$ cat src/rtl/cla_seq_pkg.sv
// Shared definitions for the multi-precision add/subtract sequencer.
package cla_seq_pkg;

    localparam int WORD_W = 64;

    typedef enum logic [1:0] {
        IDLE = 2'd0,
        RUN  = 2'd1,
        DONE = 2'd2
    } state_t;

    localparam logic OP_ADD = 1'b0;
    localparam logic OP_SUB = 1'b1;

endpackage : cla_seq_pkg

$ cat src/rtl/cla_64.sv
// 64-bit two-level carry look-ahead adder: 4-bit groups with in-group
// look-ahead, group generate/propagate combined across the 16 groups.
module cla_64 (
    input  logic [63:0] a,
    input  logic [63:0] b,
    input  logic        cin,
    output logic [63:0] sum,
    output logic        cout
);

    logic [63:0] g;
    logic [63:0] p;
    logic [64:0] c;
    logic [15:0] grp_g;
    logic [15:0] grp_p;
    logic [16:0] grp_c;

    // Bit and group generate/propagate, group carries, then per-bit carries and sum.
    always_comb begin
        g     = a & b;
        p     = a ^ b;
        c     = '0;
        grp_g = '0;
        grp_p = '0;
        grp_c = '0;
        for (int i = 0; i < 16; i++) begin
            grp_g[i] = g[4*i+3]
                     | (p[4*i+3] & g[4*i+2])
                     | (p[4*i+3] & p[4*i+2] & g[4*i+1])
                     | (p[4*i+3] & p[4*i+2] & p[4*i+1] & g[4*i]);
            grp_p[i] = &p[4*i +: 4];
        end
        grp_c[0] = cin;
        for (int i = 0; i < 16; i++) begin
            grp_c[i+1] = grp_g[i] | (grp_p[i] & grp_c[i]);
        end
        for (int i = 0; i < 16; i++) begin
            c[4*i]   = grp_c[i];
            c[4*i+1] = g[4*i] | (p[4*i] & grp_c[i]);
            c[4*i+2] = g[4*i+1] | (p[4*i+1] & g[4*i])
                     | (p[4*i+1] & p[4*i] & grp_c[i]);
            c[4*i+3] = g[4*i+2] | (p[4*i+2] & g[4*i+1])
                     | (p[4*i+2] & p[4*i+1] & g[4*i])
                     | (p[4*i+2] & p[4*i+1] & p[4*i] & grp_c[i]);
        end
        c[64] = grp_c[16];
        sum   = p ^ c[63:0];
        cout  = c[64];
    end

endmodule : cla_64

$ cat src/rtl/cla_wide_add_seq.sv
// Multi-precision add/subtract: one 64-bit word per clock through a shared
// cla_64, least significant word first, with the word carry registered.
module cla_wide_add_seq
    import cla_seq_pkg::*;
#(
    parameter int WORDS = 4
) (
    input  logic                    clk,
    input  logic                    rst,
    input  logic                    start,
    input  logic                    op_sub,
    input  logic                    cin,
    input  logic [WORD_W*WORDS-1:0] a,
    input  logic [WORD_W*WORDS-1:0] b,
    output logic                    busy,
    output logic                    done,
    output logic [WORD_W*WORDS-1:0] sum,
    output logic                    cout,
    output logic                    ovf
);

    localparam int TOT_W = WORD_W * WORDS;
    localparam int K_W   = $clog2(WORDS);
    localparam logic [K_W-1:0] K_LAST = K_W'(WORDS - 1);

    state_t              state;
    state_t              next_state;
    logic [TOT_W-1:0]    a_q;
    logic [TOT_W-1:0]    b_q;
    logic                c_q;
    logic [K_W-1:0]      k;
    logic [WORD_W-1:0]   a_word;
    logic [WORD_W-1:0]   b_word;
    logic [WORD_W-1:0]   sum_word;
    logic                add_cout;
    logic                last_word;
    logic                msb_carry;
    logic                busy_next;
    logic                done_next;

    // Select the current word of each operand and flag the final word.
    always_comb begin
        a_word    = a_q[WORD_W*int'(k) +: WORD_W];
        b_word    = b_q[WORD_W*int'(k) +: WORD_W];
        last_word = (k == K_LAST);
        // Carry into the top bit, recovered from the top word's sum bit.
        msb_carry = a_q[TOT_W-1] ^ b_q[TOT_W-1] ^ sum_word[WORD_W-1];
    end

    cla_64 u_cla (
        .a    (a_word),
        .b    (b_word),
        .cin  (c_q),
        .sum  (sum_word),
        .cout (add_cout)
    );

    // State register.
    always_ff @(posedge clk or posedge rst) begin
        if (rst) begin
            state <= IDLE;
        end else begin
            state <= next_state;
        end
    end

    // Next-state logic; a start during RUN is deliberately ignored.
    always_comb begin
        next_state = state;
        case (state)
            IDLE: begin
                if (start) next_state = RUN;
                else       next_state = IDLE;
            end
            RUN: begin
                if (last_word) next_state = DONE;
                else           next_state = RUN;
            end
            DONE: begin
                if (start) next_state = RUN;
                else       next_state = IDLE;
            end
            default: next_state = IDLE;
        endcase
    end

    // Status decode from the upcoming state so busy/done come out of flops.
    always_comb begin
        busy_next = (next_state == RUN);
        done_next = (next_state == DONE);
    end

    // Registered status outputs.
    always_ff @(posedge clk or posedge rst) begin
        if (rst) begin
            busy <= 1'b0;
            done <= 1'b0;
        end else begin
            busy <= busy_next;
            done <= done_next;
        end
    end

    // Operand capture, word carry, word index and result accumulation.
    always_ff @(posedge clk or posedge rst) begin
        if (rst) begin
            a_q  <= '0;
            b_q  <= '0;
            c_q  <= 1'b0;
            k    <= '0;
            sum  <= '0;
            cout <= 1'b0;
            ovf  <= 1'b0;
        end else begin
            case (state)
                IDLE, DONE: begin
                    if (start) begin
                        a_q  <= a;
                        b_q  <= (op_sub == OP_SUB) ? ~b : b;
                        c_q  <= (op_sub == OP_ADD) ? cin : 1'b1;
                        k    <= '0;
                        sum  <= '0;
                        cout <= 1'b0;
                        ovf  <= 1'b0;
                    end
                end
                RUN: begin
                    sum[WORD_W*int'(k) +: WORD_W] <= sum_word;
                    c_q <= add_cout;
                    if (last_word) begin
                        cout <= add_cout;
                        ovf  <= msb_carry ^ add_cout;
                        k    <= '0;
                    end else begin
                        k    <= k + 1'b1;
                    end
                end
                default: begin
                    k <= '0;
                end
            endcase
        end
    end

endmodule : cla_wide_add_seq

$ cat config.mk
export PLATFORM = sky130hd
export DESIGN_NAME = cla_wide_add_seq
export DESIGN_NICKNAME = d
export VERILOG_FILES = /design/src/rtl/cla_seq_pkg.sv /design/src/rtl/cla_64.sv /design/src/rtl/cla_wide_add_seq.sv
export SDC_FILE = /design/constraint.sdc
export NUM_CORES = 2
export LEC_CHECK = 0
export ABC_CLOCK_PERIOD_IN_PS = 57700
export BUFFER_PORTS_ARGS = -buffer_cell sky130_fd_sc_hd__buf_2
export CORE_AREA = 2 2 299 301
export CTS_BUF_LIST = sky130_fd_sc_hd__clkbuf_8
export CTS_CLUSTER_SIZE = 20
export DETAILED_ROUTE_END_ITERATION = 10
export DIE_AREA = 0 0 301 303
export GPL_ROUTABILITY_DRIVEN = 0
export PLACE_DENSITY_LB_ADDON = 0.25
export SYNTH_ARGS = -nofsm -noshare
export SYNTH_HDL_FRONTEND = slang
export SYNTH_SLANG_ARGS = --single-unit
$ cat constraint.sdc
create_clock -name clk -period 57.7 [get_ports clk]
set_input_delay 8.655 -clock clk [delete_from_list [all_inputs] [get_ports clk]]
set_output_delay 8.655 -clock clk [all_outputs]
set_load 0.02 [all_outputs]
==> metrics.txt <==
# TYPE chip_impl_metric gauge
chip_impl_metric{name="grt_remaining_overflow",unit=""} 0
chip_impl_metric{name="clock-skew-final",unit="ns"} 0.0386
chip_impl_metric{name="synth_area",unit="mm2"} 0.0358
chip_impl_metric{name="clk_latency",unit="ns"} 0.79
chip_impl_metric{name="dieArea",unit="mm2"} 0.0912
chip_impl_info{name="result_of_the_run",value="completed"} 1
chip_impl_metric{name="finalWirelength",unit="um"} 117000
chip_impl_metric{name="drive_above_1_share",unit=""} 0.282
chip_impl_info{name="critical-path-top-cell-by-count",value="sky130_fd_sc_hd__buf_4"} 1
chip_impl_metric{name="slowest_delay",unit="ns"} 0.87
chip_impl_metric{name="route.antenna.remaining_nets",unit=""} 0
chip_impl_metric{name="dieWidth",unit="um"} 301
chip_impl_metric{name="grt_pass1_vias",unit=""} 27800
chip_impl_metric{name="seq_area_frac_synth",unit=""} 0.543
chip_impl_metric{name="syn_area_per_cell",unit="um2"} 10.8
chip_impl_metric{name="count_of_max_cap_constraint_violations",unit=""} 0
chip_impl_metric{name="worst_pin_slew",unit="ns"} 1.19
chip_impl_metric{name="worst-endpoint-required",unit="ns"} 58.45
chip_impl_metric{name="design.portCount",unit=""} 777
chip_impl_info{name="ys_flop_type",value="sky130_fd_sc_hd__dfrtp_1"} 1
chip_impl_metric{name="highest_clock_frequency_the_design_can_meet",unit="MHz"} 84.1
chip_impl_metric{name="die_y",unit="um"} 303
chip_impl_metric{name="hold_viol_final",unit=""} 0
chip_impl_metric{name="dp_hpwl",unit="um"} 83100
chip_impl_metric{name="finalCoreUtilization",unit=""} 0.496
chip_impl_info{name="min-delay-path-class",value="reg2reg"} 1
chip_impl_metric{name="final.setup.worst_slack",unit="ns"} 45.81
chip_impl_metric{name="cp_max_fo",unit=""} 103
chip_impl_metric{name="track_usage",unit=""} 0.254
chip_impl_info{name="cts_root_buf",value="sky130_fd_sc_hd__clkbuf_8"} 1
chip_impl_metric{name="post_synth_num_cell_types",unit=""} 57
chip_impl_metric{name="area_growth_syn_to_layout",unit="%"} 21.9
chip_impl_info{name="grt_setup_unrepaired",value="no"} 1
chip_impl_metric{name="syn-instance-count",unit=""} 3318
chip_impl_metric{name="core-area",unit="mm2"} 0.0880
chip_impl_metric{name="synth_nets",unit=""} 3919
chip_impl_info{name="worst-setup-path-type",value="in2async"} 1
chip_impl_metric{name="cts-hold-fix-buffers",unit=""} 0
chip_impl_metric{name="leakage_power_of_the_design",unit="nW"} 22.2
chip_impl_metric{name="vdd_drop_max",unit="mV"} 0.0342
chip_impl_metric{name="ys_async_sr_fraction",unit=""} 1.00
chip_impl_metric{name="worstPathArrival",unit="ns"} 12.64
chip_impl_metric{name="cts_resized",unit=""} 0
chip_impl_metric{name="grt_start_max_net_pins",unit=""} 248
chip_impl_metric{name="antenna_found_initial",unit=""} 59
chip_impl_metric{name="dp_worst_setup_slack",unit="ns"} 44.79
chip_impl_metric{name="portBuffers",unit=""} 776
chip_impl_metric{name="maxSlewHeadroom",unit=""} 0.201
chip_impl_metric{name="cts_max_path_buffers",unit=""} 3
chip_impl_metric{name="wire_length_of_the_first_global_routing_pass",unit="um"} 173000
chip_impl_metric{name="post-route-period-util",unit=""} 0.206
chip_impl_metric{name="final_number_of_max_transition_violations",unit=""} 0
chip_impl_metric{name="path_clk_slew",unit="ns"} 0.05
chip_impl_metric{name="route.detailed.drc",unit=""} 0
chip_impl_metric{name="finalWorstPathRequiredPeriod",unit="ns"} 11.89
chip_impl_metric{name="setup-tns-final",unit="ns"} 0
chip_impl_info{name="end_kind",value="async pin"} 1
chip_impl_metric{name="power_per_cell_area",unit="mW/mm2"} 66.9
chip_impl_info{name="tritoncts_clock_tree",value="yes"} 1
chip_impl_metric{name="drt_pass1_iterations",unit=""} 5
chip_impl_info{name="crit_path_start_kind",value="input pin"} 1
chip_impl_metric{name="vias",unit=""} 27600
chip_impl_info{name="crit_chain",value="buf_2 -> inv_8 -> buf_4 -> buf_4 -> buf_4 -> buf_4"} 1
chip_impl_metric{name="synth-seq-cells",unit=""} 777
chip_impl_info{name="slowest_stage",value="sky130_fd_sc_hd__buf_4"} 1
chip_impl_metric{name="synth.yosys.warnings",unit=""} 0
chip_impl_metric{name="clock_sink_count",unit=""} 777
chip_impl_metric{name="number_of_post_cts_setup_repair_buffers",unit=""} 0
chip_impl_info{name="final_cell_mix",value="sky130_fd_sc_hd__nand2_1, sky130_fd_sc_hd__dfrtp_1, sky130_fd_sc_hd__buf_2, sky130_fd_sc_hd__o21ai_0, sky130_fd_sc_hd__xnor2_1"} 1
chip_impl_metric{name="post_detailed_route_via_to_cell_ratio",unit=""} 5.17
chip_impl_metric{name="start_util",unit=""} 0.407
chip_impl_metric{name="h-tree-depth",unit=""} 4
chip_impl_metric{name="wl_per_cell",unit="um"} 22.0
chip_impl_metric{name="synth-edff-count",unit=""} 0
chip_impl_metric{name="numCtsBuffers",unit=""} 135
chip_impl_metric{name="setup_viols_final",unit=""} 0
chip_impl_metric{name="nNetsFinal",unit=""} 4639
chip_impl_metric{name="dr.first_iter.drc_count",unit=""} 2077
chip_impl_info{name="layout_commonest_cell",value="sky130_fd_sc_hd__nand2_1"} 1
chip_impl_metric{name="placement_rows",unit=""} 109
==> state kept, by name, indices dropped and copies added, names as in the netlist <==
signal  flops
k           2
a_q       256
done        1
busy        1
c_q         1
cout        1
sum       256
state       2
ovf         1
b_q       256
==> worst max-delay path, delay by kind of cell <==
kind                   cells  cell delay (ns)
buffers and inverters      6             3.75
==> synth_stat cells, types with 10 or more instances <==
cell type | instances | area share
sky130_fd_sc_hd__dfrtp_1 | 777 | 0.54
sky130_fd_sc_hd__nand3_1 | 10 | 0.0014
sky130_fd_sc_hd__ha_1 | 68 | 0.024
sky130_fd_sc_hd__a21oi_1 | 35 | 0.0049
sky130_fd_sc_hd__xnor2_1 | 277 | 0.068
sky130_fd_sc_hd__buf_1 | 24 | 0.0025
sky130_fd_sc_hd__a22o_1 | 240 | 0.059
sky130_fd_sc_hd__mux4_2 | 128 | 0.081
sky130_fd_sc_hd__a21o_1 | 17 | 0.0036
sky130_fd_sc_hd__inv_1 | 21 | 0.0022
sky130_fd_sc_hd__nand2_1 | 1064 | 0.11
sky130_fd_sc_hd__fa_1 | 16 | 0.0089
sky130_fd_sc_hd__o21ai_0 | 290 | 0.041
sky130_fd_sc_hd__clkbuf_1 | 203 | 0.021
sky130_fd_sc_hd__xor2_1 | 24 | 0.0059
sky130_fd_sc_hd__nor2_1 | 27 | 0.0028
==> final timing paths <==
check / from / endpoint / slack, ns / cells past startpoint
max in group clk: start / b_q[211] / 46.04 / 6
max reg2reg: k[0] / sum[62] / 50.71 / 15
min: a_q[200] / a_q[200] / 0.47 / 2
max: rst / b_q[181] / 45.81 / 6
min reg2reg: a_q[200] / a_q[200] / 0.47 / 2
min in group asynchronous: rst / sum[132] / 7.96 / 2
==> per-layer routing <==
metal	vias up	GRT usage	part of all wire
li1	12800	-	-
met1	13500	0.325	0.41
met2	968	0.399	0.47
met3	279	0.0705	0.073
met4	46	0.127	0.042
met5	-	0	0.0025
==> cell type report <==
| type | instances | area (um2) |
|---|---|---|
| Antenna cell | 33 | 82.6 |
| Clock buffer | 174 | 2390 |
| Clock inverter | 70 | 465 |
| Fill cell | 8251 | 44300 |
| Inverter | 21 | 86.3 |
| Multi-Input combinational cell | 2293 | 15500 |
| Sequential cell | 777 | 19500 |
| Tap cell | 1165 | 1460 |
| Timing Repair Buffer | 810 | 4200 |
==> metrics by stage <==
| stage | power [mW] | cell area (um2) | hold slack (ns) | std cells |
|---|---|---|---|---|
| floorplan | 1.85 | 35800 | 0.440 | 3318 |
| global placement | 2.37 | 40700 | 0.451 | 5066 |
| detailed placement | 2.39 | 40700 | 0.457 | 5066 |
| CTS | 2.93 | 43600 | 0.470 | 5310 |
| global route | 3.12 | 43600 | 0.487 | 5336 |
| finish | 2.92 | 43600 | 0.468 | 5343 |
==> kinds of logic (layout without fill, tap and decap cells) <==
family          Yosys count  in the layout  share of synthesized area
simple gates           1145           1145                      0.124
flops                   777            777                      0.543
compound gates          635            635                      0.120
xor+xnor                301            301                     0.0736
buf+inv                 248           1075                     0.0260
mux                     128            128                     0.0805
fa+ha+maj                84             84                     0.0327
other cells               0             33                          0
==> power breakdown <==
group,total [mW],switching (mW),internal (mW)
Combinational,1.49,0.957,0.530
Clock,0.530,0.239,0.291
Sequential,0.904,0.132,0.772
Note: power is estimated with default switching activity, not from simulation.
